==> src/rtl/comparator_pkg.sv <==
// ----------------------------------------------------------------------------
// comparator_pkg : FSM state type and {lt,eq,gt} result encoding
// Revision: 1.0
// ----------------------------------------------------------------------------
`default_nettype none

package comparator_pkg;

  typedef enum logic [1:0] {
    IDLE = 2'd0,
    RUN  = 2'd1,
    DONE = 2'd2
  } state_t;

  // Result vectors are ordered {lt, eq, gt}.
  localparam logic [2:0] LT = 3'b100;
  localparam logic [2:0] EQ = 3'b010;
  localparam logic [2:0] GT = 3'b001;

endpackage

`default_nettype wire

==> src/rtl/digit_cmp.sv <==
// ----------------------------------------------------------------------------
// digit_cmp : combinational DIGIT-bit unsigned compare with optional MSB flip
// Revision: 1.0
// ----------------------------------------------------------------------------
`default_nettype none

module digit_cmp #(
  parameter int DIGIT = 2
) (
  input  logic [DIGIT-1:0] da,
  input  logic [DIGIT-1:0] db,
  input  logic             sign_flip,
  output logic             dlt,
  output logic             dgt
);

  localparam logic [DIGIT-1:0] C_MSB = DIGIT'(1) << (DIGIT - 1);

  logic [DIGIT-1:0] w_mask;
  logic [DIGIT-1:0] w_fa;
  logic [DIGIT-1:0] w_fb;

  // Flipping the sign bit maps two's-complement order onto unsigned order.
  assign w_mask = sign_flip ? C_MSB : '0;
  assign w_fa   = da ^ w_mask;
  assign w_fb   = db ^ w_mask;
  assign dlt    = (w_fa < w_fb);
  assign dgt    = (w_fa > w_fb);

endmodule

`default_nettype wire

==> src/rtl/serial_mag_comparator.sv <==
// ----------------------------------------------------------------------------
// serial_mag_comparator : MSB-first digit-serial magnitude comparator
// Revision: 1.0
// ----------------------------------------------------------------------------
`default_nettype none

module serial_mag_comparator
  import comparator_pkg::*;
#(
  parameter int WIDTH      = 8,
  parameter int DIGIT      = 2,
  parameter bit EARLY_EXIT = 1'b1
) (
  input  logic             clk,
  input  logic             reset,
  input  logic             start,
  input  logic             signed_mode,
  input  logic [WIDTH-1:0] a,
  input  logic [WIDTH-1:0] b,
  output logic             busy,
  output logic             done,
  output logic             lt,
  output logic             eq,
  output logic             gt
);

  localparam int              N     = WIDTH / DIGIT;
  localparam int              CNT_W = (N > 1) ? $clog2(N) : 1;
  localparam logic [CNT_W-1:0] LAST = CNT_W'(N - 1);

  state_t             state_q, state_d;
  logic [WIDTH-1:0]   a_q, b_q;
  logic               sgn_q;
  logic [CNT_W-1:0]   cnt_q;
  logic               decided_q;
  logic [2:0]         pend_q;
  logic [2:0]         res_q;

  logic               dlt, dgt;
  logic               accept;
  logic               exit_run;
  logic [2:0]         res_now;

  digit_cmp #(.DIGIT(DIGIT)) u_digit_cmp (
    .da        (a_q[WIDTH-1 -: DIGIT]),
    .db        (b_q[WIDTH-1 -: DIGIT]),
    .sign_flip (sgn_q && (cnt_q == '0)),
    .dlt       (dlt),
    .dgt       (dgt)
  );

  always_ff @(posedge clk or posedge reset) begin
    if (reset) state_q <= IDLE;
    else       state_q <= state_d;
  end

  always_comb begin
    state_d  = state_q;
    accept   = 1'b0;
    exit_run = 1'b0;
    // Once a digit has decided, later digits cannot overturn it.
    if (decided_q)  res_now = pend_q;
    else if (dlt)   res_now = LT;
    else if (dgt)   res_now = GT;
    else            res_now = EQ;
    case (state_q)
      IDLE, DONE: begin
        if (start) begin
          accept  = 1'b1;
          state_d = RUN;
        end else begin
          state_d = IDLE;
        end
      end
      RUN: begin
        exit_run = (cnt_q == LAST) || (EARLY_EXIT && (dlt || dgt));
        if (exit_run) state_d = DONE;
      end
      default: state_d = IDLE;
    endcase
  end

  always_ff @(posedge clk or posedge reset) begin
    if (reset) begin
      a_q       <= '0;
      b_q       <= '0;
      sgn_q     <= 1'b0;
      cnt_q     <= '0;
      decided_q <= 1'b0;
      pend_q    <= '0;
      res_q     <= '0;
    end else if (accept) begin
      a_q       <= a;
      b_q       <= b;
      sgn_q     <= signed_mode;
      cnt_q     <= '0;
      decided_q <= 1'b0;
      pend_q    <= EQ;
    end else if (state_q == RUN) begin
      if (exit_run) begin
        res_q <= res_now;
      end else begin
        cnt_q     <= cnt_q + CNT_W'(1);
        a_q       <= a_q << DIGIT;
        b_q       <= b_q << DIGIT;
        decided_q <= decided_q | dlt | dgt;
        pend_q    <= res_now;
      end
    end
  end

  assign busy         = (state_q == RUN);
  assign done         = (state_q == DONE);
  assign {lt, eq, gt} = res_q;

endmodule

`default_nettype wire

==> config.mk <==
export PLATFORM = sky130hd
export DESIGN_NAME = serial_mag_comparator
export DESIGN_NICKNAME = d
export VERILOG_FILES = /design/src/rtl/comparator_pkg.sv /design/src/rtl/digit_cmp.sv /design/src/rtl/serial_mag_comparator.sv
export SDC_FILE = /design/constraint.sdc
export NUM_CORES = 1
export LEC_CHECK = 0
export BUFFER_PORTS_ARGS = -buffer_cell sky130_fd_sc_hd__buf_2
export CAP_MARGIN = 25
export CORE_MARGIN = 1.5
export CORE_UTILIZATION = 40
export DETAILED_ROUTE_END_ITERATION = 12
export GPL_TIMING_DRIVEN = 0
export SYNTH_ARGS = -nofsm -noshare
export SYNTH_HDL_FRONTEND = slang
export SYNTH_SLANG_ARGS = --single-unit
==> constraint.sdc <==
create_clock -name clk -period 2.96 [get_ports clk]
set_clock_uncertainty 0.15 [all_clocks]
set_input_delay 0.148 -clock clk [delete_from_list [all_inputs] [get_ports clk]]
set_output_delay 0.148 -clock clk [all_outputs]
set_load 0.005 [all_outputs]
==> results of run 1 <==
[cell usage in the layout, fill, tap and decap left out, types with 2 or more instances in the layout]
cell | synthesis | routed
sky130_fd_sc_hd__a21oi_1 | 6 | 6
sky130_fd_sc_hd__a31oi_1 | 2 | 2
sky130_fd_sc_hd__and3_1 | 2 | 2
sky130_fd_sc_hd__buf_2 | 0 | 24
sky130_fd_sc_hd__buf_6 | 2 | 2
sky130_fd_sc_hd__clkbuf_1 | 2 | 2
sky130_fd_sc_hd__clkbuf_4 | 0 | 3
sky130_fd_sc_hd__dfrtp_1 | 28 | 28
sky130_fd_sc_hd__dlygate4sd3_1 | 0 | 18
sky130_fd_sc_hd__ha_1 | 3 | 3
sky130_fd_sc_hd__inv_1 | 7 | 7
sky130_fd_sc_hd__mux2i_1 | 5 | 5
sky130_fd_sc_hd__nand2_1 | 16 | 16
sky130_fd_sc_hd__nand3_1 | 7 | 7
sky130_fd_sc_hd__nor2_1 | 23 | 23
sky130_fd_sc_hd__nor2b_1 | 2 | 2
sky130_fd_sc_hd__o21ai_1 | 5 | 5
sky130_fd_sc_hd__o22ai_1 | 8 | 8
[timing repair]
action / 4_1_cts / 5_1_grt
hold endpoints to repair: 45 / 0
hold buffers: 18 / 0
setup endpoints to repair: 0 / 0
buffers inserted: 0 / 0
[stage by stage]
step | utilization, % | worst slack [ns] | instance area, sq um | instances | total power (W)
2_1_floorplan | - | 1.22 | 1390 | 138 | 0.00128
3_3_place_gp | 47.0 | 1.02 | 1570 | 208 | 0.00144
3_5_place_dp | 47.0 | 0.994 | 1570 | 208 | 0.00146
4_1_cts | 54.0 | 0.958 | 1800 | 230 | 0.00173
5_1_grt | 54.8 | 0.854 | 1830 | 231 | 0.00186
6_report | 54.8 | 0.990 | 1830 | 231 | 0.00172
[worst register-to-register path, delay by kind of cell (launching register included)]
kind | cells | cell delay [ns]
and+or+nand+nor | 3 | 0.60
DFF | 1 | 0.42
AOI/OAI and AO/OA | 1 | 0.42
adders and majority gates | 1 | 0.32
[final cells by class]
| class | instances | area (sq um) |
|---|---|---|
| plain buffers | 8 | 96.3 |
| clock buffers | 3 | 22.5 |
| clock inverters | 1 | 30.0 |
| fillers | 309 | 1510 |
| inverters | 8 | 30.0 |
| multi-input cells | 94 | 563 |
| flip-flops and latches | 28 | 701 |
| well taps | 46 | 57.6 |
| repair buffers | 43 | 328 |
[flip-flops by register name, indices dropped and copies added (netlist names)]
register   count
decided_q      1
b_q            8
pend_q         3
state_q        2
a_q            8
res_q          3
sgn_q          1
cnt_q          2
[final timing paths]
kind	start	end	slack [ns]	cells past startpoint
min reg2reg	res_q[1]$_DFFE_PP0P_	res_q[1]$_DFFE_PP0P_	0.34	2
max	b_q[6]$_DFFE_PP0P_	b_q[7]$_DFFE_PP0P_	0.99	5
max in group asynchronous	reset	a_q[7]$_DFFE_PP0P_	2.11	4
max reg2reg	b_q[6]$_DFFE_PP0P_	b_q[7]$_DFFE_PP0P_	0.99	5
min	reset	state_q[1]$_DFFE_PP0P_	0.14	3
min in group clk	start	decided_q$_DFFE_PP0P_	0.23	4
[kinds of logic after synthesis]
logic type	share of synthesized area, %
buf+inv	9.09
flops	50.4
mux	3.60
simple gates	20.0
fa+ha+maj	2.70
xor+xnor	2.61
compound gates	11.6
[power by group]
| part | internal [W] | leakage (nW) | total, W | switching, W |
|---|---|---|---|---|
| Clock | 0.000137 | 0.0279 | 0.000254 | 0.000117 |
| Combinational | 0.000409 | 0.516 | 0.000835 | 0.000426 |
| Sequential | 0.000540 | 0.335 | 0.000630 | 0.0000897 |
[metal layers]
metal | global-route usage [%] | up-vias | wire length, microns
met2 | 27.5 | 19 | 1360
li1 | - | 557 | -
met4 | 6.38 | 0 | 33
met3 | 3.11 | 4 | 74
met5 | 0 | - | 0
met1 | 18.3 | 501 | 1230
==> load_flow_metrics.sql, run 1 <==
INSERT INTO impl_metrics (metric_group, metric, value, unit) VALUES
('run_status', 'status', 'finished, final reports clean', ''),
('global_routing', 'global_route.usage.total', '15.6', '%'),
('yosys', 'syn_avg_cell_area', '10.1', 'sq um'),
('yosys', 'netlist_area', '1390', 'sq um'),
('yosys', 'synth_top_area_share', '50.4', '%'),
('cts', 'numClockSinks', '28', ''),
('critical_path', 'ordered_cell_list_for_the_critical_path', 'ha_1 -> or3b_4 -> o31ai_4 -> nor2_1 -> nor2_1', ''),
('timing', 'fin_tns_setup', '0', 'ns'),
('cts', 'cts-root-buf', 'sky130_fd_sc_hd__clkbuf_4', ''),
('critical_path', 'critical-path-top-delay-family', 'simple AND/OR/NAND/NOR gates', ''),
('critical_path', 'timing.setup.critical_path_class', 'reg -> reg', ''),
('global_routing', 'grt.overflow.total', '0', ''),
('timing', 'worst-slew-pin-transition', '0.419', 'ns'),
('routing', 'drtIter0Drc', '27', ''),
('yosys', 'ranking_of_synthesized_cells_by_area', 'sky130_fd_sc_hd__dfrtp_1, sky130_fd_sc_hd__nor2_1, sky130_fd_sc_hd__nand2_1, sky130_fd_sc_hd__mux2i_1, sky130_fd_sc_hd__o22ai_1', ''),
('place', 'gp_routability_congestion', '0.759', ''),
('routing', 'drt_first_pass_iters', '4', ''),
('cts', 'clock_insertion_delay_worst_skew', '0.33', 'ns'),
('power_and_ir_drop', 'leakage', '0.878', 'nW'),
('cts', 'cts.htree.levels', '1', ''),
('yosys', 'post-synth-top-count-cell', 'sky130_fd_sc_hd__dfrtp_1', ''),
('place', 'place.port_buffers', '24', ''),
('yosys', 'yosys-top-cells-count', 'sky130_fd_sc_hd__dfrtp_1, sky130_fd_sc_hd__nor2_1, sky130_fd_sc_hd__nand2_1', ''),
('yosys', 'yosys.cell_types.count', '35', ''),
('cts', 'postCtsResizedCells', '0', ''),
('cts', 'clkTransAtPathRegs', '0.15', 'ns'),
('yosys', 'synth_edf_count', '0', ''),
('place', 'hpwl_dp', '1890', 'microns'),
('critical_path', 'kind_of_start_point_of_the_critical_path', 'flop', ''),
('timing', 'period_needed', '1.97', 'ns'),
('floorplanning', 'std_cell_rows', '21', ''),
('floorplanning', 'die_h', '62.0', 'microns'),
('cts', 'clock_tree_from_tritoncts', 'yes', ''),
('timing', 'post-route-period-util', '66.5', '%'),
('yosys', 'synthFlopType', 'sky130_fd_sc_hd__dfrtp_1', ''),
('critical_path', 'critical_path_peak_fanout', '8', ''),
('timing', 'final_max_slew_viol_count', '0', ''),
('critical_path', 'critical_path.n_buffers_inverters', '0', ''),
('timing', 'grt_setup_unrepaired', 'false', ''),
('floorplanning', 'die-width', '62.0', 'microns'),
('routing', 'detail-route-antenna-nets', '0', ''),
('flow_run', 'max_cap_viols', '0', ''),
('global_routing', 'grt_pass1_vias', '993', ''),
('critical_path', 'critical-path-max-stage-delay', '0.42', 'ns'),
('layout', 'num-nets-final', '209', ''),
('routing', 'drt_wl_total', '2690', 'microns'),
('cts', 'clk_path_buf_depth', '2', ''),
('yosys', 'yosys_warnings', '0', ''),
('timing', 'whs', '0.137', 'ns'),
('yosys', 'postSynthNetCount', '161', ''),
('floorplanning', 'design.portCount', '25', ''),
('power_and_ir_drop', 'vdd.ir_drop.worst', '0.389', 'mV'),
('global_routing', 'antenna_found_initial', '0', ''),
('critical_path', 'cp.arrival', '2.10', 'ns'),
('critical_path', 'most_used_cell_along_the_critical_path', 'sky130_fd_sc_hd__nor2_1', ''),
('floorplanning', 'floorplan.die_area', '3840', 'sq um'),
('timing', 'worst_slew_margin_rel', '72.1', '%'),
('critical_path', 'required', '3.09', 'ns'),
('layout', 'layout-area-overhead-vs-synth', '31.5', '%'),
('yosys', 'synth_seq_cells', '28', ''),
('routing', 'drc_errors', '0', ''),
('floorplanning', 'initial_utilization', '41.7', '%'),
('yosys', 'seq_area_frac_synth', '50.4', '%'),
('cts', 'tritoncts.num_buffers', '3', ''),
('global_routing', 'grt_pass1_wl', '4330', 'microns'),
('timing', 'max_freq', '508', 'MHz'),
('timing', 'endpoints_failing_hold', '0', ''),
('yosys', 'synth_area_leader_cell', 'sky130_fd_sc_hd__dfrtp_1', ''),
('routing', 'routed_vias', '1081', ''),
('global_routing', 'grt_start_max_net_pins', '29', ''),
('layout', 'antenna_cells_inserted', '0', '');
Note: power is estimated with default switching activity, not from simulation.
==> run 2: changes to the inputs <==
--- a/config.mk
+++ b/config.mk
@@ -5,6 +5,7 @@
 export SDC_FILE = /design/constraint.sdc
 export NUM_CORES = 1
 export LEC_CHECK = 0
+export ABC_AREA = 1
 export BUFFER_PORTS_ARGS = -buffer_cell sky130_fd_sc_hd__buf_2
 export CAP_MARGIN = 25
 export CORE_MARGIN = 1.5
==> constraint.sdc (replaced) <==
create_clock -name clk -period 1.9 [get_ports clk]
set_clock_uncertainty 0.15 [all_clocks]
set_input_delay 0.095 -clock clk [delete_from_list [all_inputs] [get_ports clk]]
set_output_delay 0.095 -clock clk [all_outputs]
set_load 0.005 [all_outputs]
==> run 2 against run 1 <==
  * Synthesized cell count grew 31%
  * Hold slack got worse by 0.046 ns
  * Highest routed layer unchanged
  * Non-clock buffer count decreased by 2
  * Worst setup slack got worse by 0.80 ns
  * Area after synthesis up 3.3%
  * Sequential share of layout area is 0.72 points lower
  * Core utilization is 0.18 points higher
  * Critical path depth rose by 6
  * Global-route usage rose by 1.7 points
  * Critical endpoint is now b_q[4]$_DFFE_PP0P_
  * Via count up 19%
  * Combinational power increased by 59%
==> load_flow_metrics.sql, run 2 <==
INSERT INTO impl_metrics (metric_group, metric, value, unit) VALUES
('timing', 'final_max_slew_viol_count', '0', ''),
('routing', 'drc_errors', '0', ''),
('floorplanning', 'initial_utilization', '42.4', '%'),
('floorplanning', 'die_h', '62.9', 'microns'),
('layout', 'final_common_cell', 'sky130_fd_sc_hd__nand2_1', ''),
('layout', 'num-nets-final', '252', ''),
('worst_hold_path', 'hold-path-endpoint', 'a_q[1]$_DFFE_PP0P_', ''),
('floorplanning', 'core', '3390', 'sq um'),
('timing', 'whs', '0.0916', 'ns'),
('critical_path', 'critical_path_peak_fanout', '10', ''),
('routing', 'drt-vias-per-instance', '4.68', ''),
('yosys', 'yosys-top-cells-count', 'sky130_fd_sc_hd__nand2_1, sky130_fd_sc_hd__dfrtp_1, sky130_fd_sc_hd__nand3_1', ''),
('critical_path', 'cp.arrival', '1.80', 'ns'),
('run_status', 'status', 'finished, final reports clean', ''),
('cts', 'clk_path_buf_depth', '2', ''),
('floorplanning', 'die-width', '62.9', 'microns'),
('global_routing', 'grt.overflow.total', '0', ''),
('yosys', 'yosys.cell_types.count', '20', ''),
('yosys', 'synthFlopType', 'sky130_fd_sc_hd__dfrtp_1', ''),
('yosys', 'synth_edf_count', '0', ''),
('yosys', 'ranking_of_synthesized_cells_by_area', 'sky130_fd_sc_hd__dfrtp_1, sky130_fd_sc_hd__nand2_1, sky130_fd_sc_hd__nand3_1, sky130_fd_sc_hd__ha_1, sky130_fd_sc_hd__inv_1', ''),
('layout', 'final_cell_mix', 'sky130_fd_sc_hd__nand2_1, sky130_fd_sc_hd__dfrtp_1, sky130_fd_sc_hd__buf_2', ''),
('floorplanning', 'floorplan.die_area', '3960', 'sq um'),
('yosys', 'netlist_area', '1440', 'sq um'),
('layout', 'largest_registers_ranked_by_flip_flop_count', 'a_q x8, b_q x8', ''),
('cts', 'clock_insertion_delay_worst_skew', '0.32', 'ns'),
('global_routing', 'antenna_found_initial', '0', ''),
('critical_path', 'worst-r2r-setup-slack', '0.19', 'ns'),
('layout', 'antenna_cells_inserted', '0', ''),
('cts', 'post-cts-setup-buffers', '0', ''),
('global_routing', 'global_route.usage.total', '17.3', '%'),
('timing', 'max_freq', '583', 'MHz'),
('power_and_ir_drop', 'power_density', '1390', 'nW/um^2'),
('place', 'place_inst', '252', ''),
('critical_path', 'critical-path-max-stage-delay', '0.41', 'ns'),
('critical_path', 'kind_of_start_point_of_the_critical_path', 'flop', ''),
('layout', 'fraction_of_the_core_area_covered_by_cells_at_the_end_of_the_flow', '55.0', '%'),
('critical_path', 'critPathSlowestCell', 'sky130_fd_sc_hd__dfrtp_1', ''),
('cts', 'tritoncts.num_buffers', '3', ''),
('routing', 'drt_first_pass_iters', '4', ''),
('floorplanning', 'design.portCount', '25', ''),
('routing', 'drt_wl_total', '3100', 'microns'),
('global_routing', 'grt_start_max_net_pins', '21', ''),
('power_and_ir_drop', 'leakage', '1.01', 'nW'),
('routing', 'wl_per_cell', '11.3', 'microns'),
('timing', 'setup_ws', '0.186', 'ns'),
('yosys', 'synth_area_leader_cell', 'sky130_fd_sc_hd__dfrtp_1', ''),
('place', 'hpwl_dp', '2130', 'microns'),
('cts', 'cts-root-buf', 'sky130_fd_sc_hd__clkbuf_4', ''),
('critical_path', 'worstSetupEndpointType', 'flop', ''),
('floorplanning', 'std_cell_rows', '21', ''),
('layout', 'ratio_of_cells_with_drive_above_1_in_the_final_layout', '22.8', '%'),
('yosys', 'postSynthCellCount', '181', ''),
('critical_path', 'rr_worst_depth', '11', ''),
('critical_path', 'timing.setup.critical_path_class', 'reg -> reg', ''),
('timing', 'worst_slew_margin_rel', '70.9', '%'),
('cts', 'clkTransAtPathRegs', '0.15', 'ns'),
('flow_run', 'max_cap_viols', '0', ''),
('layout', 'final_cells', '274', ''),
('yosys', 'syn_avg_cell_area', '7.94', 'sq um'),
('critical_path', 'timing.rr.end', 'b_q[4]$_DFFE_PP0P_', ''),
('critical_path', 'most_used_cell_along_the_critical_path', 'sky130_fd_sc_hd__nand2_1', ''),
('timing', 'setup-violations-final', '0', ''),
('cts', 'clock_tree_from_tritoncts', 'yes', ''),
('yosys', 'postSynthNetCount', '204', ''),
('worst_hold_path', 'worst_hold_path.num_cells', '4', ''),
('timing', 'fin_tns_setup', '0', 'ns'),
('yosys', 'yosys_warnings', '0', ''),
('worst_hold_path', 'holdCritPathClass', 'in -> reg', ''),
('timing', 'post-route-period-util', '90.2', '%'),
('timing', 'grt_setup_unrepaired', 'false', ''),
('routing', 'detail-route-antenna-nets', '0', ''),
('critical_path', 'r2r_path_start', 'cnt_q[0]$_DFFE_PP0P_', ''),
('layout', 'layout-area-overhead-vs-synth', '29.7', '%'),
('place', 'place.port_buffers', '24', ''),
('yosys', 'post-synth-top-count-cell', 'sky130_fd_sc_hd__nand2_1', ''),
('worst_hold_path', 'hold_path.startpoint', 'start', ''),
('yosys', 'seq_area_frac_synth', '48.8', '%'),
('power_and_ir_drop', 'vdd.ir_drop.worst', '0.553', 'mV'),
('global_routing', 'grt_pass1_wl', '5530', 'microns'),
('global_routing', 'grt_pass1_vias', '1304', ''),
('cts', 'numClockSinks', '28', ''),
('yosys', 'synth_seq_cells', '28', ''),
('place', 'gp_routability_congestion', '0.739', ''),
('critical_path', 'critical-path-top-delay-family', 'simple AND/OR/NAND/NOR gates', ''),
('critical_path', 'ordered_cell_list_for_the_critical_path', 'inv_1 -> ha_1 -> nand2_1 -> nand2_1 -> nand2_1 -> nand2_1 -> nand2_4 -> nand3_4 -> buf_4 -> nand3_1 -> nand2_1', ''),
('timing', 'period_needed', '1.71', 'ns'),
('cts', 'cts.htree.levels', '1', ''),
('yosys', 'ys_async_sr_fraction', '100', '%'),
('critical_path', 'required', '1.99', 'ns'),
('routing', 'routed_vias', '1281', ''),
('routing', 'drtIter0Drc', '36', ''),
('yosys', 'synth_top_area_share', '48.8', '%'),
('place', 'detailedPlace.worstSlack', '0.182', 'ns'),
('critical_path', 'critical_path.n_buffers_inverters', '2', ''),
('timing', 'worst-slew-pin-transition', '0.436', 'ns'),
('timing', 'endpoints_failing_hold', '0', ''),
('layout', 'fillerInstances', '319', '');
-- run 2: changes by cell type in the layout (fill, tap and decap cells not counted), moves of 6 or more --
cell                      delta
sky130_fd_sc_hd__a21oi_1     -6
sky130_fd_sc_hd__nand2_1    +70
sky130_fd_sc_hd__nand3_1     +9
sky130_fd_sc_hd__nor2_1     -22
sky130_fd_sc_hd__o21ai_0     +6
sky130_fd_sc_hd__o22ai_1     -8
-- run 2: power breakdown --
part / switching, W / internal, W / leakage, nW
combinational: 0.000816 / 0.000510 / 0.628
clock: 0.000177 / 0.000117 / 0.0210
sequential: 0.000121 / 0.000842 / 0.360
total: 0.00111 / 0.00147 / 1.01
-- run 2: cell families after synthesis --
kind of cell | share of synthesized area [%]
fa+ha+maj | 2.61
simple gates | 35.5
buf+inv | 7.23
flops | 48.8
compound gates | 5.92
-- run 2: cell type report --
| class | count | area [sq um] | area share, % |
|---|---|---|---|
| plain buffers | 6 | 43.8 | 2.35 |
| inverters | 16 | 60.1 | 3.22 |
| well taps | 46 | 57.6 | 3.09 |
| multi-input cells | 131 | 637 | 34.2 |
| repair buffers | 43 | 328 | 17.6 |
| flip-flops and latches | 28 | 701 | 37.6 |
| clock buffers | 4 | 36.3 | 1.95 |
-- run 2: metrics by stage --
stage / area (sq um) / total power (W)
after floorplan: 1440 / 0.00196
after global placement: 1610 / 0.00222
after detailed placement: 1640 / 0.00227
after CTS: 1860 / 0.00260
after global routing: 1860 / 0.00285
final: 1860 / 0.00258
-- run 2: worst max-delay path by stage --
stage / cells past startpoint / endpoint / start / slack, ns
after floorplan: 11 / a_q[2]$_DFFE_PP0P_ / cnt_q[0]$_DFFE_PP0P_ / 0.35
after global placement: 11 / b_q[2]$_DFFE_PP0P_ / cnt_q[0]$_DFFE_PP0P_ / 0.21
after detailed placement: 11 / b_q[4]$_DFFE_PP0P_ / cnt_q[0]$_DFFE_PP0P_ / 0.18
after CTS: 11 / b_q[4]$_DFFE_PP0P_ / cnt_q[0]$_DFFE_PP0P_ / 0.15
after global routing: 11 / b_q[4]$_DFFE_PP0P_ / cnt_q[0]$_DFFE_PP0P_ / 0.02
final: 11 / b_q[4]$_DFFE_PP0P_ / cnt_q[0]$_DFFE_PP0P_ / 0.19
-- run 2: repair_timing --
item                                   in CTS  in global routing
endpoints found under the hold margin      45                  0
setup endpoints to repair                   0                  3
hold buffers                               18                  0
resized for setup                           0                  1
-- run 2: worst register-to-register path, stage by stage (launching register included) --
cell and delay (ns):
sky130_fd_sc_hd__dfrtp_1 0.41, sky130_fd_sc_hd__inv_1 0.07, sky130_fd_sc_hd__ha_1 0.21, sky130_fd_sc_hd__nand2_1 0.07, sky130_fd_sc_hd__nand2_1 0.04, sky130_fd_sc_hd__nand2_1 0.06, sky130_fd_sc_hd__nand2_1 0.08, sky130_fd_sc_hd__nand2_4 0.10
sky130_fd_sc_hd__nand3_4 0.10, sky130_fd_sc_hd__buf_4 0.19, sky130_fd_sc_hd__nand3_1 0.07, sky130_fd_sc_hd__nand2_1 0.07
-- run 2: per-layer routing --
layer / vias up / wire, microns / share of wire [%] / GRT usage, %
met4: 0 / 15 / 0.48 / 4.17
met2: 25 / 1590 / 51 / 32.0
li1: 655 / - / - / -
met5: - / 0 / 0 / 0
met3: 2 / 81 / 2.6 / 1.62
met1: 599 / 1410 / 45 / 21.5
